===== src/rtl/serial_transmitter.sv =====
// serial_transmitter: start/data/stop serial line transmitter with a
// valid/ready byte input. The line idles high. Each frame is a start bit (0),
// DATA_W data bits LSB first, and a stop bit (1). Every bit is held for
// CLKS_PER_BIT clocks.
// Optional build macro SERIAL_TX_PARITY_EN inserts an even-parity bit
// between the last data bit and the stop bit.
// All outputs are registered. They are derived from the next-state values,
// so each output changes on the same edge as the state it describes.
module serial_transmitter #(
   parameter int DATA_W       = 8,
   parameter int CLKS_PER_BIT = 1
) (
   input  logic              clk,
   input  logic              reset,
   input  logic              tx_valid,
   input  logic [DATA_W-1:0] tx_data,
   output logic              tx_ready,
   output logic              tx,
   output logic              busy,
   output logic              done
);

   localparam int              BCW      = $clog2(DATA_W + 1);
   localparam logic [15:0]     DIV_LAST = 16'(CLKS_PER_BIT - 1);
   localparam logic [BCW-1:0]  BIT_LAST = BCW'(DATA_W - 1);

   typedef enum logic [2:0] {
      S_IDLE   = 3'd0,
      S_START  = 3'd1,
      S_DATA   = 3'd2,
`ifdef SERIAL_TX_PARITY_EN
      S_PARITY = 3'd4,
`endif
      S_STOP   = 3'd3
   } state_t;

`ifdef SERIAL_TX_PARITY_EN
   // Even parity: XOR of every data bit.
   function automatic logic even_parity(input logic [DATA_W-1:0] d);
      return ^d;
   endfunction
`endif

   state_t             r_state, w_state_n;
   logic [15:0]        r_div, w_div_n;
   logic [BCW-1:0]     r_bit_cnt, w_bit_n;
   logic [DATA_W-1:0]  r_shift, w_shift_n;
   logic               r_tx, w_tx_n;
   logic               r_ready, w_ready_n;
   logic               r_busy, w_busy_n;
   logic               r_done, w_done_n;
   logic               w_div_end;
`ifdef SERIAL_TX_PARITY_EN
   logic               r_parity, w_parity_n;
`endif

   // Next-state, counter, shift register and registered-output decode.
   always_comb begin
      w_state_n = r_state;
      w_div_n   = r_div;
      w_bit_n   = r_bit_cnt;
      w_shift_n = r_shift;
      w_div_end = (r_div == DIV_LAST);
`ifdef SERIAL_TX_PARITY_EN
      w_parity_n = r_parity;
`endif
      case (r_state)
         S_IDLE: begin
            w_div_n = 16'd0;
            w_bit_n = '0;
            if (tx_valid && r_ready) begin
               w_state_n = S_START;
               w_shift_n = tx_data;
`ifdef SERIAL_TX_PARITY_EN
               w_parity_n = even_parity(tx_data);
`endif
            end else begin
               w_state_n = S_IDLE;
            end
         end
         S_START: begin
            if (w_div_end) begin
               w_div_n   = 16'd0;
               w_bit_n   = '0;
               w_state_n = S_DATA;
            end else begin
               w_div_n = r_div + 16'd1;
            end
         end
         S_DATA: begin
            if (w_div_end) begin
               w_div_n = 16'd0;
               if (r_bit_cnt == BIT_LAST) begin
`ifdef SERIAL_TX_PARITY_EN
                  w_state_n = S_PARITY;
`else
                  w_state_n = S_STOP;
`endif
               end else begin
                  w_shift_n = r_shift >> 1;
                  w_bit_n   = r_bit_cnt + {{(BCW-1){1'b0}}, 1'b1};
               end
            end else begin
               w_div_n = r_div + 16'd1;
            end
         end
`ifdef SERIAL_TX_PARITY_EN
         S_PARITY: begin
            if (w_div_end) begin
               w_div_n   = 16'd0;
               w_state_n = S_STOP;
            end else begin
               w_div_n = r_div + 16'd1;
            end
         end
`endif
         S_STOP: begin
            if (w_div_end) begin
               w_div_n   = 16'd0;
               w_state_n = S_IDLE;
            end else begin
               w_div_n = r_div + 16'd1;
            end
         end
         default: begin
            w_state_n = S_IDLE;
            w_div_n   = 16'd0;
            w_bit_n   = '0;
         end
      endcase

      case (w_state_n)
         S_IDLE:   w_tx_n = 1'b1;
         S_START:  w_tx_n = 1'b0;
         S_DATA:   w_tx_n = w_shift_n[0];
`ifdef SERIAL_TX_PARITY_EN
         S_PARITY: w_tx_n = w_parity_n;
`endif
         S_STOP:   w_tx_n = 1'b1;
         default:  w_tx_n = 1'b1;
      endcase

      w_ready_n = (w_state_n == S_IDLE);
      w_busy_n  = ~w_ready_n;
      w_done_n  = (w_state_n == S_STOP) && (w_div_n == DIV_LAST);
   end

   // State and output registers; synchronous reset aborts any frame.
   always_ff @(posedge clk) begin
      if (reset) begin
         r_state   <= S_IDLE;
         r_div     <= 16'd0;
         r_bit_cnt <= '0;
         r_shift   <= '0;
         r_tx      <= 1'b1;
         r_ready   <= 1'b1;
         r_busy    <= 1'b0;
         r_done    <= 1'b0;
`ifdef SERIAL_TX_PARITY_EN
         r_parity  <= 1'b0;
`endif
      end else begin
         r_state   <= w_state_n;
         r_div     <= w_div_n;
         r_bit_cnt <= w_bit_n;
         r_shift   <= w_shift_n;
         r_tx      <= w_tx_n;
         r_ready   <= w_ready_n;
         r_busy    <= w_busy_n;
         r_done    <= w_done_n;
`ifdef SERIAL_TX_PARITY_EN
         r_parity  <= w_parity_n;
`endif
      end
   end

   assign tx_ready = r_ready;
   assign tx       = r_tx;
   assign busy     = r_busy;
   assign done     = r_done;

endmodule


===== config.mk =====
export PLATFORM = sky130hd
export DESIGN_NAME = serial_transmitter
export DESIGN_NICKNAME = d
export VERILOG_FILES = /design/src/rtl/serial_transmitter.sv
export SDC_FILE = /design/constraint.sdc
export NUM_CORES = 1
export LEC_CHECK = 0
export BUFFER_PORTS_ARGS = -buffer_cell sky130_fd_sc_hd__buf_2
export CORE_ASPECT_RATIO = 0.9
export CORE_MARGIN = 4
export CORE_UTILIZATION = 45
export DETAILED_ROUTE_END_ITERATION = 16
export PLACE_DENSITY_LB_ADDON = 0.25
export SLEW_MARGIN = 20
export SYNTH_ARGS = -nofsm -noshare
export SYNTH_HDL_FRONTEND = slang
export SYNTH_SLANG_ARGS = --single-unit

===== constraint.sdc =====
create_clock -name clk -period 2.6 [get_ports clk]
set_input_delay 0.26 -clock clk [delete_from_list [all_inputs] [get_ports clk]]
set_output_delay 0.26 -clock clk [all_outputs]
set_load 0.02 [all_outputs]

After elaboration in Yosys (flattened, before gate mapping)
Index checks and enable logic that the tools add are counted.
{ "word_totals": {"register_bits": 35, "in_bits": 11, "out_inout_bits": 4, "elab_cells": 51} }
{ "classes": {"addsub": 2, "eq_ne": 11, "muxes": 17, "n_bitwise": 2, "n_reduce_logical": 10} }
{ "op_table": {"columns": ["operator", "n"], "rows": [
  ["$logic_not 16->1", 2],
  ["$mux 16", 2],
  ["$mux 8", 3],
  ["$add 16x1->16 const B", 1],
  ["$pmux 8 s2", 1],
  ["$eq 3x2->1 const B", 4],
  ["$mux 3", 4],
  ["$mux 4", 3],
  ["$pmux 3 s4", 1],
  ["$pmux 4 s3", 1],
  ["$ne 2x2->1 const B", 4],
  ["$reduce_and 4->1", 2],
  ["$eq 3x1->1 const B", 2],
  ["$logic_not 3->1", 2],
  ["$add 4x1->4 const B", 1],
  ["$eq 4x3->1 const B", 1],
  ["$reduce_or 3->1", 1],
  ["$logic_and 1x1->1", 2],
  ["$not 1->1", 2],
  ["$pmux 1 s2", 1],
  ["$reduce_bool 2->1", 1],
  ["$mux 1", 1]
]} }

Logic depth before layout (Yosys ltp)
Gate-level depths: netlist of the first run.
{ "logic_depth": {"depth_word": 6, "depth_mapped": 9, "depth_no_buf": 8} }

Worst setup path after synthesis of the first run
Ideal clock, no wire load.
{ "synth_timing": {"path_type": "register to register", "start": "reg r_div[0]", "end": "reg r_bit_cnt[1]", "setup_time_ps": 115, "t_arrival_ps": 1803, "t_required_ps": 2485, "setup_slack_ps": 681, "stages_incl_launch_ff": 10, "path_buffers": 1, "synth_period_minus_slack_ps": 1919, "path_cell_list": "dfxtp_1 -> inv_1 -> ha_1 -> nor4b_2 -> nand4_4 -> buf_6 -> o21ai_0 -> a211oi_1 -> mux2i_1 -> nor2_1"} }
{ "synth_between": {"elab_chain_len": 3, "elab_cells_between_ends": 4, "classes_between": "eq/ne: 2; reduce/logical: 2"} }
{ "synth_lines": {"columns": ["element", "line", "text"], "rows": [
  ["start: declaration", "45", "logic [15:0] r_div, w_div_n;"],
  ["start signal: assignment", "164", "r_div <= w_div_n;"],
  ["$logic_not 16->1 *", "63", "w_div_end = (r_div == DIV_LAST);"],
  ["$ne 2x2->1 (no source line)", null, null],
  ["$reduce_and 4->1 (no source line) *", null, null],
  ["end signal: assignment", "165", "r_bit_cnt <= w_bit_n;"],
  ["end: declaration", "46", "logic [BCW-1:0] r_bit_cnt, w_bit_n;"]
]} }
Mark *: on every way between the ends. The rest lies on a longest branch, timed or not.
A chain may end at the register's enable or synchronous reset.

Worst setup path after layout of the first run
{ "layout_timing": {"start": "reg r_state[0]", "end": "reg r_tx (netlist: tx)"} }
{ "layout_between": {"elab_chain_len": 5, "elab_cells_between_ends": 13, "classes_between": "eq/ne: 5; mux: 7; reduce/logical: 1"} }
{ "layout_lines": {"columns": ["element", "line", "text"], "rows": [
  ["start: declaration", "44", "state_t r_state, w_state_n;"],
  ["start signal: assignment", "163", "r_state <= w_state_n;"],
  ["$mux 3", "93", "if (r_bit_cnt == BIT_LAST) begin"],
  ["$mux 3", "91", "if (w_div_end) begin"],
  ["$pmux 3 s4", "67", "case (r_state)"],
  ["$eq 3x2->1 / $eq 3x1->1 (equally long branches)", "132", "case (w_state_n)"],
  ["$pmux 1 s2 *", "132", null],
  ["end signal: assignment", "167", "r_tx <= w_tx_n;"],
  ["end: declaration", "48", "logic r_tx, w_tx_n;"]
]} }
Marked as above.

==> results.toml, run 1 <==
[setup_path]
path_cells = "nor2_1, and4b_1, a311oi_1, a2111oi_2, o21a_1, a31oi_1"
cp_num_buf_inv = 0
crit_fanout = 11
crit_family = "compound AO/OA/AOI/OAI gates"
cp_data_required_time_ns = 2.79
max_stage_delay_ns = 0.57
cp-end-kind = "flip-flop"
critPathKind = "reg -> reg"
r2r_end = "tx"
critPathSlowestCell = "a2111oi_2"
arrival_ns = 2.39
worstReg2RegStart = "r_state[0]"
ff2ff_path_depth = 6
worstSetupStartpointType = "flip-flop"
r2r_slack_ns = 0.40

[worst_hold_path]
hp-class = "in -> reg"
hold_depth = 3
holdPathEnd = "r_shift[7]"
min-delay-start = "tx_data[7]"

[logic_synthesis]
ys_async_sr_fraction_pct = 0
synth_area_leaders = "dfxtp_1 (38%), nor2_1 (7.1%), xor2_1 (6.2%)"
synth.cell_area_mm2 = 0.001839
ys_ff_latch = 35
ys_types = 50
synth_flop_cell = "dfxtp_1"
postSynthAreaPerCell_um2 = 8.555
yosysWarnings = 0
ys_seq_area_share_pct = 38.10
synth_edf_count = 0
syn-num-nets = 229
syn_inst = 215
synth_top_area_share_pct = 38.10
yosys.area.top_type = "dfxtp_1"

[grt]
grt_overflow_total = 0
antenna_found_initial = 0
grt_pass1_wl_mm = 6.009
grt_max_degree = 17
grt_pass1_vias = 1319
grt.total_usage_pct = 15.25

[timing]
slew-limit-headroom_pct = 64.58
fin_ws_ns = 0.3956
finalCritPeriodShare_pct = 84.79
tns_ns = 0
hold_slack_ns = 0.1857
setup_viol = 0
finalCriticalPeriod_ns = 2.204
skew_ns = 0.01455
final_hold_viol_count = 0
rsz0062_at_grt = "false"
tightest_slew_ns = 0.5303
slew_violations = 0
max_freq_mhz = 453.6

[finish]
num-fill-cells = 377
n_antenna_cell = 0
drive_above_1_share_pct = 14.60
most-common-layout-cells = "nor2_1 (35), dfxtp_1 (35), nand2_1 (16), buf_2 (14), xor2_1 (13)"
final_nets = 239
final_cell_area_mm2 = 0.002026
utilization_pct = 52.81
area_delta_synth_final_pct = 10.14

[placed_design]
gp_congestion = 0.8424
dpl-instance-area_mm2 = 0.001913
pre_cts_ws_ns = 0.4052
hpwl_mm = 2.467
io_buffers = 14

[clock_network]
htreeDepth = 2
clockRootBuffer = "clkbuf_8"
cts_hold_buf = 0
clock_latency_ns = 0.30
cts_resized = 0
clk_pin_slew_ns = 0.08
cts_buffers = 5
cts_tree = "built"
cts_setup_buffers = 0
cts_buffer_depth = 2
cts_sinks = 35

[route]
drc = 0
firstDrtPassIters = 4
drt_iter0_drc = 93
wl_mm = 3.554
wire_per_inst_um = 13.07
vias = 1447
antenna_left = 0
vias_per_cell = 5.320

[die]
fp.dieH_um = 68.65
io-pin-count = 15
coreArea_mm2 = 0.003836
dieArea_mm2 = 0.005176
rows = 21
die_x_um = 75.39
start_util_pct = 47.95

[power]
p_per_area_mw_per_mm2 = 540.1
ir_drop_v = 0.0003536
leakagePower_nw = 0.7077

[status]
status = "completed"

[run]
cap_violations = 0
## cell usage after synthesis (2+ instances only)
cell      count
ha_1          3
o21a_1        2
nand3_1       7
nor2_1       35
and3_1        3
a21oi_1       9
a22oi_1       6
clkbuf_1      3
inv_1         4
xor2_1       13
o21ai_0       4
nor3b_1       4
xnor2_1      11
nor3_2        2
nor4b_1       2
a31oi_1       5
dfxtp_1      35
nor3_1        5
nand4_1       6
buf_4         2
buf_2         7
o31ai_1       2
and4_1        3
nand2_1      16
## registers in the layout, summed over array words and instances (netlist names)
| name | count |
|---|---|
| busy | 1 |
| done | 1 |
| r_state | 3 |
| r_bit_cnt | 4 |
| tx | 1 |
| r_div | 16 |
| tx_ready | 1 |
| r_shift | 8 |
## where the power goes
group          internal, W  leakage [nW]  switching [W]  total [W]
registers         0.000546         0.284     0.00000918   0.000555
logic            0.0000202         0.366      0.0000238  0.0000440
clock network     0.000285        0.0581       0.000210   0.000495
## metal layers
layer / global-route usage [%] / wire [µm] / up-vias
met4: 6.550 / 46 / 0
met3: 4.783 / 139 / 5
met5: 0 / 0 / -
met2: 22.84 / 1484 / 13
li1: - / - / 773
met1: 20.09 / 1883 / 656
## cell families after synthesis
logic type | share of synthesized area [%]
AO/OA/AOI/OAI | 14.01
XOR/XNOR | 11.43
adder cells (fa/ha/maj) | 2.041
buffers and inverters | 4.965
flip-flops | 38.10
multiplexers | 0.5442
other | 0.2039
AND/OR/NAND/NOR | 28.71
## tightest hold or removal path, delay by kind of cell
family	cells	cell delay, ns
AND/OR/NAND/NOR	1	0.07
buffers and inverters	1	0.07
AO/OA/AOI/OAI	1	0.05
## how the worst max path moves through the flow
stage / cells past startpoint / slack [ns] / startpoint / end
global route: 6 / 0.19 / r_state[0] / tx
global placement: 6 / 0.44 / r_state[0] / tx
CTS: 6 / 0.40 / r_state[0] / tx
floorplan: 9 / 0.68 / r_div[0] / r_bit_cnt[1]
detailed placement: 6 / 0.41 / r_state[0] / tx
finish: 6 / 0.40 / r_state[0] / tx
## final cells by class
class / instances / area, µm² / share of cell area [%]
Multi-Input combinational cell: 162 / 1047 / 51.70
Sequential cell: 35 / 700.7 / 34.59
Timing Repair Buffer: 17 / 92.59 / 4.571
Clock buffer: 5 / 68.82 / 3.397
Tap cell: 46 / 57.56 / 2.841
Clock inverter: 3 / 43.79 / 2.162
Inverter: 4 / 15.01 / 0.7412
## stage by stage
stage          total power, W  cells
2_1_floorplan       0.0005970    215
3_3_place_gp        0.0006114    264
3_5_place_dp        0.0006118    264
4_1_cts              0.001106    272
5_1_grt              0.001132    272
6_report             0.001094    272
(Power assumes the default switching activity.)
==> inputs of run 2 (changes only) <==
- clock period: 2.6 -> 2 ns (I/O delays scaled with it)
==> run 2 against run 1 <==
  * Setup slack got worse by 0.27 ns
  * Power rose by 30%
  * First-iteration DRC count fell by 6.5%
  * Clock-buffer cell count unchanged
  * Worst hold slack lost 0.050 ns
  * Largest cell class unchanged
  * Highest routed layer unchanged
==> results.toml, run 2 (synthesis results as in run 1) <==
[worst_hold_path]
hp-class = "in -> reg"
hold_depth = 3
holdPathEnd = "r_shift[7]"
min-delay-start = "tx_data[7]"

[run]
cap_violations = 0

[die]
io-pin-count = 15
dieArea_mm2 = 0.005176
die_x_um = 75.39
rows = 21
start_util_pct = 47.95
coreArea_mm2 = 0.003836
fp.dieH_um = 68.65

[placed_design]
hpwl_mm = 2.713
gp_congestion = 0.8128
io_buffers = 14
place_inst = 286

[power]
ir_drop_v = 0.0003868
finalPower_w = 0.001421
p_per_area_mw_per_mm2 = 621.7
leakagePower_nw = 0.8625

[clock_network]
clockRootBuffer = "clkbuf_8"
clk_pin_slew_ns = 0.07
cts_sinks = 35
clock_latency_ns = 0.29
htreeDepth = 2
cts_hold_buf = 0
cts_buffers = 5
cts_buffer_depth = 2
cts_tree = "built"

[grt]
grt_pass1_wl_mm = 6.555
grt_pass1_vias = 1420
antenna_found_initial = 0
grt_max_degree = 17
grt_overflow_total = 0
grt.total_usage_pct = 16.97

[route]
wl_mm = 3.835
drc = 0
vias_per_cell = 5.192
firstDrtPassIters = 4
antenna_left = 0
wire_per_inst_um = 12.91
drt_iter0_drc = 87
vias = 1542

[timing]
setup_viol = 0
finalCritPeriodShare_pct = 93.89
max_freq_mhz = 532.5
finalCriticalPeriod_ns = 1.878
slew_violations = 0
skew_ns = 0.006080
final_hold_viol_count = 0

[setup_path]
cp_data_required_time_ns = 2.24
cp-end-kind = "flip-flop"
crit_fanout = 6
critPathKind = "reg -> reg"
worstReg2RegStart = "r_div[8]"
r2r_end = "done"
arrival_ns = 2.12
critical_path.startpoint = "r_div[8]"
ff2ff_path_depth = 6
r2r_slack_ns = 0.12
worstSetupStartpointType = "flip-flop"

[status]
status = "completed"

[finish]
final_nets = 264
area_delta_synth_final_pct = 24.29
layout_commonest_cell = "nor2_1"
most-common-layout-cells = "nor2_1 (34), dfxtp_1 (33), buf_4 (24), nand2_1 (16), buf_2 (14)"
reg.largest.list = "r_div: 16 flops, r_shift: 8 flops, r_bit_cnt: 4 flops"
regMostFlops = "r_div"
n_antenna_cell = 0
largest_register_ffs = 16
num-fill-cells = 348
final_cells = 297
drive_above_1_share_pct = 26.29
[run 2: cell types whose count changed in the layout (fill, tap and decap cells not counted), moves of 2 or more]
cell     previous run  this run
buf_4               3        24
buf_6               0         3
dfxtp_1            35        33
dfxtp_2             0         2
nor4b_1             2         0
nor4b_4             0         2
[run 2: metal layers]
| metal | up-vias | share of wire [%] | track usage, % | routed length [µm] |
|---|---|---|---|---|
| met5 | - | 0 | 0 | 0 |
| met4 | 0 | 1.0 | 7.860 | 39 |
| met3 | 2 | 3.0 | 6.232 | 115 |
| met2 | 13 | 44 | 23.28 | 1705 |
| met1 | 693 | 51 | 23.33 | 1975 |
| li1 | 834 | - | - | - |
[run 2: report_power, final]
part | total (W) | switching [W] | leakage (nW) | internal [W]
combinational | 0.0000711 | 0.0000391 | 0.520 | 0.0000320
sequential | 0.000717 | 0.00000773 | 0.285 | 0.000709
clock | 0.000633 | 0.000262 | 0.0581 | 0.000371
[run 2: timing repair]
action	4_1_cts	5_1_grt
setup buffers	0	3
resized for setup	0	16
endpoints found under the setup margin	0	14
[run 2: through the flow]
stage | utilization, % | worst slack [ns] | area, µm² | hold slack (ns) | setup TNS [ns]
2_1_floorplan | - | 0.08131 | 1839 | 0.2896 | 0
3_3_place_gp | 54.50 | 0.1189 | 2091 | 0.4300 | 0
3_5_place_dp | 54.50 | 0.04955 | 2091 | 0.4374 | 0
4_1_cts | 57.44 | 0.01483 | 2203 | 0.1229 | 0
5_1_grt | 59.59 | -0.01461 | 2286 | 0.1638 | -0.02108
6_report | 59.59 | 0.1222 | 2286 | 0.1358 | 0
[run 2: layout make-up]
class                   instances  area, µm²  share of cell area (%)
well taps                      46      57.56                   2.518
repair buffers                 42      304.0                   13.30
inverters                       4      15.01                  0.6568
flip-flops and latches         35      703.2                   30.76
multi-input cells             162       1094                   47.84
clock inverters                 3      43.79                   1.916
clock buffers                   5      68.82                   3.010
[run 2: critical path, cell delays in order (launching register included)]
cell     delay, ns
dfxtp_1       0.49
and4_1        0.35
and3_1        0.26
nand4_1       0.15
xor2_1        0.21
nor4b_2       0.23
o21a_1        0.15
[run 2: worst max-delay path by stage]
| stage | end | cells past startpoint |
|---|---|---|
| floorplan | r_bit_cnt[1] | 9 |
| global placement | tx | 7 |
| detailed placement | done | 8 |
| CTS | done | 8 |
| global route | r_shift[5] | 9 |
| finish | done | 6 |
